[config.mk]
export PLATFORM = sky130hd
export DESIGN_NAME = core_seq
export DESIGN_NICKNAME = d
export VERILOG_FILES = /design/src/rtl/core_seq.sv
export SDC_FILE = /design/constraint.sdc
export NUM_CORES = 1
export LEC_CHECK = 0
export BUFFER_PORTS_ARGS = -buffer_cell sky130_fd_sc_hd__buf_2
export CAP_MARGIN = 20
export CORE_MARGIN = 8
export CORE_UTILIZATION = 32
export DETAILED_ROUTE_END_ITERATION = 6
export PLACE_DENSITY_LB_ADDON = 0.15
export SLEW_MARGIN = 20
export SYNTH_ARGS = -nofsm -noshare
export SYNTH_HDL_FRONTEND = slang
export SYNTH_SLANG_ARGS = --single-unit
[constraint.sdc]
create_clock -name clk -period 2.6 [get_ports clk]
set_input_delay 0 -clock clk [delete_from_list [all_inputs] [get_ports clk]]
set_output_delay 0 -clock clk [all_outputs]
set_load 0.05 [all_outputs]
[src/rtl/core_seq.sv]
// Per-core command responder: sequences INIT / RUN / REST / STDP phases over the
// synapse memory and neuron datapath, returning level completion flags to the controller.
module core_seq #(
    parameter int unsigned N_NEURON = 16,
    parameter int unsigned N_SYN    = 64,
    parameter int unsigned W_W      = 8,
    localparam int unsigned ADDR_W  = $clog2(N_NEURON * N_SYN),
    localparam int unsigned IDX_W   = $clog2(N_NEURON)
) (
    input  logic              clk,
    input  logic              rst,
    input  logic              i_init,
    input  logic              i_run,
    input  logic              i_rest_run,
    input  logic              i_stdp_run,
    input  logic [W_W-1:0]    i_init_w,
    input  logic              i_nrn_spk,
    output logic              o_mem_we,
    output logic [ADDR_W-1:0] o_mem_addr,
    output logic [W_W-1:0]    o_mem_wdata,
    output logic              o_nrn_en,
    output logic              o_rest,
    output logic [IDX_W-1:0]  o_nrn_idx,
    output logic              o_inh_en,
    output logic [IDX_W-1:0]  o_winner,
    output logic              o_winner_vld,
    output logic              o_stdp_en,
    output logic              o_syn_done,
    output logic              o_inh_valid,
    output logic              o_stdp_done,
    output logic              o_busy
);

    localparam logic [ADDR_W-1:0] INIT_LAST = ADDR_W'(N_NEURON * N_SYN - 1);
    localparam logic [ADDR_W-1:0] NRN_LAST  = ADDR_W'(N_NEURON - 1);
    localparam logic [ADDR_W-1:0] SYN_LAST  = ADDR_W'(N_SYN - 1);

    typedef enum logic [2:0] {StIdle, StInit, StIntg, StInhb, StRest, StStdp} state_e;

    state_e            state_q, state_d;
    logic [ADDR_W-1:0] cnt_q, cnt_d;
    logic              last;
    logic              accept;
    logic [IDX_W-1:0]  winner_q;
    logic              winner_vld_q;
    logic              syn_done_q, inh_valid_q, stdp_done_q;
    logic [ADDR_W-1:0] stdp_addr;

    assign accept    = (state_q == StIdle) && (i_init || i_run || i_rest_run || i_stdp_run);
    assign stdp_addr = ADDR_W'(winner_q) * ADDR_W'(N_SYN) + cnt_q;

    always_ff @(posedge clk) begin
        if (rst) begin
            state_q <= StIdle;
            cnt_q   <= '0;
        end else begin
            state_q <= state_d;
            cnt_q   <= cnt_d;
        end
    end

    always_comb begin
        state_d = state_q;
        last    = 1'b0;
        case (state_q)
            StIdle: begin
                if (i_init)          state_d = StInit;
                else if (i_run)      state_d = StIntg;
                else if (i_rest_run) state_d = StRest;
                else if (i_stdp_run) state_d = StStdp;
            end
            StInit: begin
                last = (cnt_q == INIT_LAST);
                if (last) state_d = StIdle;
            end
            StIntg: begin
                last = (cnt_q == NRN_LAST);
                if (last) state_d = StInhb;
            end
            StInhb: state_d = StIdle;
            StRest: begin
                last = (cnt_q == NRN_LAST);
                if (last) state_d = StIdle;
            end
            StStdp: begin
                // Without a winner there is nothing to update: one idle-looking cycle.
                last = !winner_vld_q || (cnt_q == SYN_LAST);
                if (last) state_d = StIdle;
            end
            default: state_d = StIdle;
        endcase
        // Counter restarts at 0 on every phase change.
        cnt_d = (state_d == state_q && state_q != StIdle) ? cnt_q + 1'b1 : '0;
    end

    always_ff @(posedge clk) begin
        if (rst) begin
            winner_q     <= '0;
            winner_vld_q <= 1'b0;
            syn_done_q   <= 1'b0;
            inh_valid_q  <= 1'b0;
            stdp_done_q  <= 1'b0;
        end else begin
            if (accept) begin
                syn_done_q  <= 1'b0;
                inh_valid_q <= 1'b0;
                stdp_done_q <= 1'b0;
                if (i_init || i_run) begin
                    winner_q     <= '0;
                    winner_vld_q <= 1'b0;
                end
            end
            case (state_q)
                StInit: if (last) syn_done_q <= 1'b1;
                StIntg: begin
                    if (i_nrn_spk && !winner_vld_q) begin
                        winner_q     <= cnt_q[IDX_W-1:0];
                        winner_vld_q <= 1'b1;
                    end
                end
                StInhb: inh_valid_q <= 1'b1;
                StRest: if (last) inh_valid_q <= 1'b1;
                StStdp: if (last) stdp_done_q <= 1'b1;
                default: ;
            endcase
        end
    end

    always_comb begin
        o_mem_we   = 1'b0;
        o_mem_addr = '0;
        o_nrn_en   = 1'b0;
        o_rest     = 1'b0;
        o_nrn_idx  = '0;
        o_inh_en   = 1'b0;
        o_stdp_en  = 1'b0;
        case (state_q)
            StInit: begin
                o_mem_we   = 1'b1;
                o_mem_addr = cnt_q;
            end
            StIntg: begin
                o_nrn_en  = 1'b1;
                o_nrn_idx = cnt_q[IDX_W-1:0];
            end
            StInhb: o_inh_en = 1'b1;
            StRest: begin
                o_rest    = 1'b1;
                o_nrn_idx = cnt_q[IDX_W-1:0];
            end
            StStdp: begin
                if (winner_vld_q) begin
                    o_stdp_en  = 1'b1;
                    o_mem_addr = stdp_addr;
                end
            end
            default: ;
        endcase
    end

    assign o_mem_wdata  = o_mem_we ? i_init_w : '0;
    assign o_winner     = winner_q;
    assign o_winner_vld = winner_vld_q;
    assign o_syn_done   = syn_done_q;
    assign o_inh_valid  = inh_valid_q;
    assign o_stdp_done  = stdp_done_q;
    assign o_busy       = (state_q != StIdle);

endmodule
==> impl_metrics.yaml, run 1 <==
critical_path:
  cp-end-kind: "output port"
  path_max_fanout: 7
  critPathLaunchType: "flop"
  crit_type: "reg2out"
  worstPathArrival_ns: 2.04
  required_ns: 2.60
synth:
  synth_fp_nets: 177
  async_reset_ff_share_pct: 0
  synth_cell_types: 46
  synthesis.area_sq_um: 1390
  avgSynthCellArea_sq_um: 8.85
  synth_ff_type: "dfxtp_1"
  yosysWarnings: 0
  synth_edf_count: 0
  synthCells: 157
  ys_seq_area_share_pct: 30.2
  synth-seq-cells: 21
finish:
  final_cell_mix: "50 x buf_2, 24 x nor2_1, 21 x dfxtp_1"
  nNetsFinal: 223
  antenna_cells: 0
  fillers: 464
  synthToLayoutAreaGrowth_pct: 19.5
  drive_gt1_share_pct: 32.2
  layout_commonest_cell: "buf_2"
place:
  portBuffers: 50
  dpl.hpwl_mm: 3.32
  gp_congestion: 0.792
floorplanning:
  die_h_microns: 81.9
  dieArea_sq_um: 6710
  fp.coreArea_sq_um: 4260
  fp-row-count: 24
  start_util_pct: 32.6
  die_x_microns: 81.9
  ios: 51
outcome:
  status: "finished clean"
sta:
  min_period_ns: 2.04
  rsz0062_at_grt: "false"
  fin_crit_sh_pct: 78.4
  relSlewSlack_pct: 54.4
  clock_skew_ns: 0.00856
  hold_violations: 0
  slew_viol_final: 0
  worst_pin_slew_ns: 0.675
  achievable-frequency_ghz: 0.491
  setup_violations: 0
  fin_setup_tns_ns: 0
grt:
  grt.busiest_layer: "met2"
  grt_start_max_net_pins: 16
  grtUsageMet1_pct: 13.6
  met2_usage_pct: 22.2
  grtUsageTotal_pct: 12.3
  use_met3_pct: 3.28
  antenna_found_initial: 0
  grt_pass1_wl_mm: 6.47
  overflow: 0
  grt_pass1_vias: 1338
worst_hold_path:
  hp-class: "in2reg"
route:
  wirelength_mm: 4.10
  vias: 1300
  ant_nets: 0
  viasPerCell: 5.12
  initialDrtViolationCount: 80
  drt_first_pass_iters: 4
  wl_per_cell_microns: 16.1
  route.detailed.drc: 0
power:
  worst_ir_drop_vdd_v: 0.000140
  total_leakage_power_nw: 0.779
  p_per_area_nw_per_um2: 489
  design_power_total_mw: 0.812
clock_tree:
  clockBufferDepth: 2
  cts-resized-gates: 0
  cts_buffers: 3
  post_cts_buffers: 0
  path_clk_slew_ns: 0.08
  tritoncts: "built"
  hold_buffers: 0
  clkLatencyLatePin_ns: 0.26
  cts_root_buffer: "clkbuf_8"
  cts-htree-levels: 1
  cts_sinks: 21
run:
  cap_violations: 0
==> routing by layer <==
layer | vias up | part of all wire [%]
met4 | 0 | 0.41
met1 | 607 | 42
li1 | 649 | -
met2 | 42 | 50
met5 | - | 0
met3 | 2 | 7.6
==> logic make-up (layout without fill, tap and decap cells) <==
kind of cell               count (synthesis)  after routing  share of synthesized area, %
DFF                                       21             21                          30.2
buffers and inverters                     18             63                          9.36
adders and majority gates                  5              5                          5.04
xor gates and xnor gates                  11             11                          6.93
AOI/OAI and AO/OA                         34             34                          20.8
and+or+nand+nor                           68             68                          27.6
==> critical path, cell delays in order (launching register included) <==
cell and delay (ns):
dfxtp_1 0.48, ha_1 0.29, a21o_1 0.17, a21oi_1 0.17
xor2_1 0.18, a21oi_1 0.09, o21ai_1 0.12, buf_2 0.28
==> path summary, 6_finish.rpt <==
kind | from | to | slack (ns) | cells past startpoint
worst min register to register | o_stdp_done | o_stdp_done | 0.49 | 2
worst max-delay path | cnt_q[7] | o_mem_addr[9] | 0.56 | 7
worst min-delay path | rst | o_winner_vld | 0.08 | 2
worst max register to register | cnt_q[0] | cnt_q[3] | 0.57 | 6
==> flip-flops by register name (all words and copies together) (netlist names) <==
signal / cells
cnt_q: 10
o_inh_valid: 1
o_syn_done: 1
o_winner: 4
o_winner_vld: 1
o_stdp_done: 1
state_q: 3
==> synth_stat cells (all sizes together), types with 4 or more instances <==
cell type / instances / area [sq um]
nor2: 24 / 90.1
dfxtp: 21 / 420
and2: 11 / 68.8
and3: 11 / 70.1
clkbuf: 9 / 66.3
inv: 7 / 26.3
xnor2: 7 / 61.3
a21oi: 6 / 30.0
nor4: 6 / 37.5
a22oi: 5 / 37.5
o21ai: 5 / 25.0
ha: 4 / 50.1
o31ai: 4 / 48.8
xor2: 4 / 35.0
==> per-stage QoR <==
step	instances	setup slack, ns	area, sq um	hold slack [ns]	util, %
global route	254	0.367	1660	0.0737	39.0
finish	254	0.562	1660	0.0769	39.0
floorplan	157	0.273	1390	0.0780	-
CTS	254	0.549	1660	0.0777	39.0
global placement	250	0.716	1620	0.348	37.9
detailed placement	250	0.590	1620	0.347	37.9
==> layout make-up <==
| type | count | area (sq um) | area share (%) |
|---|---|---|---|
| multi-input combinational | 118 | 840 | 50.5 |
| tap | 52 | 65.1 | 3.92 |
| inverter | 7 | 26.3 | 1.58 |
| sequential | 21 | 420 | 25.3 |
| timing repair buffer | 52 | 265 | 16.0 |
| clock buffer | 4 | 45.0 | 2.71 |
==> where the power goes <==
group	total [mW]	internal, mW	switching (mW)
combinational	0.240	0.0701	0.170
clock	0.218	0.109	0.109
sequential	0.354	0.330	0.0242
total	0.812	0.509	0.303
(Power assumes the default switching activity.)
==> run 2: changes to the inputs <==
==> constraint.sdc (replaced) <==
create_clock -name clk -period 2.08 [get_ports clk]
set_input_delay 0 -clock clk [delete_from_list [all_inputs] [get_ports clk]]
set_output_delay 0 -clock clk [all_outputs]
set_load 0.05 [all_outputs]
==> run 2 against run 1 <==
  * Final area is 3.8% higher
  * Clock skew about the same
  * Largest power group unchanged
  * Sequential power is 25% higher
==> impl_metrics.yaml, run 2 (same netlist as run 1, synthesis figures left out) <==
route:
  viasPerCell: 5.20
  wirelength_mm: 4.04
  ant_nets: 0
  initialDrtViolationCount: 79
  vias: 1347
  drt_first_pass_iters: 4
  route.detailed.drc: 0
  wl_per_cell_microns: 15.6
outcome:
  status: "finished clean"
grt:
  grt_pass1_wl_mm: 6.27
  grt_start_max_net_pins: 16
  antenna_found_initial: 0
  overflow: 0
  grt_pass1_vias: 1296
  grtUsageTotal_pct: 11.9
finish:
  drive_gt1_share_pct: 37.2
  largest-register: "cnt_q"
  final_cells: 259
  nNetsFinal: 228
  antenna_cells: 0
  layout_commonest_cell: "buf_2"
  design_area_sq_um: 1730
  final_cell_mix: "49 x buf_2, 23 x nor2_1, 18 x dfxtp_1"
  largest_reg_flops: 10
  fillers: 445
  synthToLayoutAreaGrowth_pct: 24.1
power:
  p_per_area_nw_per_um2: 591
  worst_ir_drop_vdd_v: 0.000235
  total_leakage_power_nw: 0.811
sta:
  clock_skew_ns: 0.00829
  achievable-frequency_ghz: 0.512
  relSlewSlack_pct: 56.7
  fin_crit_sh_pct: 93.8
  hold_violations: 0
  slew_viol_final: 0
  setup_slack_ns: 0.129
  setup_violations: 0
  fin_hold_ws_ns: 0.0731
  worst_pin_slew_ns: 0.640
  min_period_ns: 1.95
critical_path:
  crit_type: "reg2out"
  cp-end-kind: "output port"
  reg2reg_from: "cnt_q[0]"
  path_max_fanout: 6
  critPathLaunchType: "flop"
  worstPathArrival_ns: 1.95
  cp-startpoint: "cnt_q[6]"
  required_ns: 2.08
floorplanning:
  start_util_pct: 32.6
  die_h_microns: 81.9
  die_x_microns: 81.9
  dieArea_sq_um: 6710
  ios: 51
  fp.coreArea_sq_um: 4260
  fp-row-count: 24
worst_hold_path:
  hp-class: "in2reg"
  hp-start: "rst"
clock_tree:
  cts_root_buffer: "clkbuf_8"
  cts-resized-gates: 0
  cts_buffers: 3
  clockBufferDepth: 2
  cts-htree-levels: 1
  clkLatencyLatePin_ns: 0.27
  hold_buffers: 0
  post_cts_buffers: 0
  cts_sinks: 21
  path_clk_slew_ns: 0.08
  tritoncts: "built"
run:
  cap_violations: 0
place:
  portBuffers: 50
  dpl.hpwl_mm: 3.22
  gp_congestion: 0.810
  post_dp_cell_area_sq_um: 1660
  pre_cts_ws_ns: 0.128
  place_inst: 255
==> run 2: cell types whose count changed in the layout (fill, tap and decap cells not counted), sizes merged <==
cell	delta
buf	+5
==> run 2: area by class of cell <==
type	count	area, sq um	share of cell area, %
repair buffers	57	305	17.7
inverters	7	26.3	1.52
clock buffers	4	45.0	2.61
multi-input cells	118	860	49.8
well taps	52	65.1	3.77
flip-flops and latches	21	424	24.6
==> run 2: report_power, final <==
group / total [mW] / internal [mW] / switching (mW)
clock network: 0.274 / 0.137 / 0.138
logic: 0.305 / 0.0906 / 0.214
registers: 0.441 / 0.413 / 0.0279
==> run 2: critical path, cell delays in order, from the launching register on <==
cell,delay [ns]
dfxtp_1,0.32
buf_4,0.15
ha_1,0.20
a21o_1,0.19
a21oi_1,0.17
xor2_1,0.21
a21oi_1,0.12
o21ai_2,0.12
buf_4,0.20
==> run 2: worst paths after layout <==
path / end / slack [ns] / cells after the start
max: o_mem_addr[9] / 0.13 / 8
min: o_winner_vld / 0.07 / 2
max reg2reg: cnt_q[9] / 0.18 / 6
min reg2reg: cnt_q[0] / 0.50 / 1
==> run 2: per-layer routing <==
metal / GRT usage, % / vias up / share of wire [%] / wire [microns]
met2: 20.1 / 52 / 48 / 1930
met3: 3.83 / 7 / 8.7 / 351
met4: 5.44 / 0 / 1.8 / 74
met1: 13.4 / 628 / 42 / 1690
li1: - / 660 / - / -
met5: 0 / - / 0 / 0
==> run 2: stage by stage <==
stage	utilization, %	TNS, ns	power, mW
after global routing	40.5	-0.0104	1.08
final	40.5	0	1.02
after CTS	40.0	0	1.03
after global placement	38.9	0	0.754
after floorplan	-	0	0.684
after detailed placement	38.9	0	0.757
==> run 3: changes to the inputs <==
--- a/config.mk
+++ b/config.mk
@@ -8,7 +8,7 @@
 export BUFFER_PORTS_ARGS = -buffer_cell sky130_fd_sc_hd__buf_2
 export CAP_MARGIN = 20
 export CORE_MARGIN = 8
-export CORE_UTILIZATION = 32
+export CORE_UTILIZATION = 49
 export DETAILED_ROUTE_END_ITERATION = 6
 export PLACE_DENSITY_LB_ADDON = 0.15
 export SLEW_MARGIN = 20
==> run 3 against run 2 <==
  * Count of clock-buffer cells in the layout is the same
  * Non-clock buffer count is 1 lower
  * Combinational power is essentially flat
  * Largest power group unchanged
  * Via count fell by 3.3%
  * Maximum frequency decreased by 0.34%
  * Critical path type unchanged
  * First-iteration DRC count down 30%
  * Sequential power is essentially flat
  * Die area shrank 29%
  * Largest cell class unchanged
  * Setup slack worse by 0.0067 ns
  * Flip-flop and latch count is the same
==> impl_metrics.yaml, run 3 (same netlist as run 1, synthesis figures left out) <==
outcome:
  status: "finished clean"
sta:
  clock_skew_ns: 0.00171
  hold_violations: 0
  min_period_ns: 1.96
  rsz0062_at_grt: "false"
  setup_violations: 0
  relSlewSlack_pct: 59.8
  achievable-frequency_ghz: 0.511
  fin_crit_sh_pct: 94.1
  worst_pin_slew_ns: 0.596
  slew_viol_final: 0
  fin_setup_tns_ns: 0
critical_path:
  cp-end-kind: "output port"
  rr_worst_depth: 6
  crit_type: "reg2out"
  reg2reg_to: "cnt_q[5]"
  required_ns: 2.08
  reg2reg_from: "cnt_q[0]"
  critPathLaunchType: "flop"
  worstPathArrival_ns: 1.96
  r2r_slack_ns: 0.18
  path_max_fanout: 6
floorplanning:
  fp.coreArea_sq_um: 2730
  start_util_pct: 50.8
  ios: 51
  dieArea_sq_um: 4800
  fp-row-count: 19
  die_x_microns: 69.3
  die_h_microns: 69.3
clock_tree:
  cts_sinks: 21
  tritoncts: "built"
  cts-htree-levels: 1
  clkLatencyLatePin_ns: 0.30
  cts_root_buffer: "clkbuf_4"
  path_clk_slew_ns: 0.12
  post_cts_buffers: 0
  clockBufferDepth: 2
  cts_buffers: 3
finish:
  synthToLayoutAreaGrowth_pct: 19.9
  antenna_cells: 0
  nNetsFinal: 227
  fillers: 250
  layout_commonest_cell: "buf_2"
  largest_reg_flops: 10
  final_cell_mix: "49 x buf_2, 23 x nor2_1, 20 x dfxtp_1"
  drive_gt1_share_pct: 35.4
  largest-register: "cnt_q"
  utilization_pct: 61.0
route:
  initialDrtViolationCount: 55
  vias: 1302
  wirelength_mm: 3.75
  wl_per_cell_microns: 15.8
  route.detailed.drc: 0
  drt_first_pass_iters: 4
  ant_nets: 0
  viasPerCell: 5.49
grt:
  grt_pass1_vias: 1318
  grt_start_max_net_pins: 16
  overflow: 0
  antenna_found_initial: 0
  grt_pass1_wl_mm: 6.30
  grtUsageTotal_pct: 15.2
place:
  portBuffers: 50
  dpl.hpwl_mm: 3.03
  gp_congestion: 0.912
power:
  worst_ir_drop_vdd_v: 0.000404
  p_per_area_nw_per_um2: 565
  total_leakage_power_nw: 0.796
worst_hold_path:
  hold_depth: 2
  hp-class: "in2reg"
  hp-start: "rst"
  holdPathEnd: "o_inh_valid"
run:
  cap_violations: 0
run 3: cell count changes in the layout (fill, tap and decap cells not counted):
cell	change
clkbuf_8	-3
o41ai_2	-1
clkbuf_4	+3
dfxtp_2	-2
buf_4	-2
o41ai_1	+1
dfxtp_1	+2
buf_6	+1
run 3: what timing repair did:
action                                  in CTS  in global routing
endpoints found under the setup margin       1                  9
gates resized for setup                      1                  4
hold buffers                                 0                  0
run 3: power by group:
group | internal (mW) | total (mW) | switching, mW | leakage (nW)
Clock | 0.0747 | 0.201 | 0.127 | 0.0150
Combinational | 0.0899 | 0.302 | 0.212 | 0.611
Sequential | 0.413 | 0.439 | 0.0260 | 0.170
Total | 0.577 | 0.942 | 0.365 | 0.796
run 3: final cells by class:
class	instances	area (sq um)	share of cell area (%)
multi-input combinational	118	852	51.1
sequential	21	422	25.3
timing repair buffer	56	302	18.1
tap	31	38.8	2.33
clock buffer	4	26.3	1.58
inverter	7	26.3	1.58
run 3: worst max-delay path: stages, from the launching register on:
cell and delay, ns:
dfxtp_1 0.33, buf_4 0.16, ha_1 0.21, a21o_1 0.18
a21oi_1 0.18, xor2_1 0.20, a21oi_1 0.10, o21ai_2 0.13
buf_6 0.17
run 3: how the worst max path moves through the flow:
stage / startpoint / end / slack, ns / cells after the start
floorplan: o_winner[1] / o_mem_addr[9] / 0.03 / 6
global placement: cnt_q[0] / cnt_q[4] / 0.21 / 6
detailed placement: cnt_q[0] / cnt_q[1] / 0.11 / 6
CTS: cnt_q[6] / o_mem_addr[9] / 0.05 / 8
global route: state_q[0] / o_mem_addr[2] / 0.002 / 4
finish: cnt_q[6] / o_mem_addr[9] / 0.12 / 8
run 3: metrics by stage:
stage                     setup slack, ns  power, mW  cell area, sq um  hold WS [ns]  std cells
final                               0.122      0.942              1670        0.0193        237
after global routing              0.00201      0.991              1670     -0.000734        237
after CTS                          0.0495      0.944              1650        0.0105        237
after detailed placement            0.108      0.749              1630         0.332        233
after global placement              0.208      0.747              1630         0.329        233
after floorplan                    0.0333      0.684              1400        0.0780        157
run 3: per-layer routing:
layer | track usage (%) | wire length (microns) | up-vias
li1 | - | - | 656
met1 | 17.1 | 1570 | 586
met2 | 25.9 | 1790 | 51
met3 | 4.43 | 295 | 9
met4 | 6.61 | 89 | 0
met5 | 0 | 0 | -
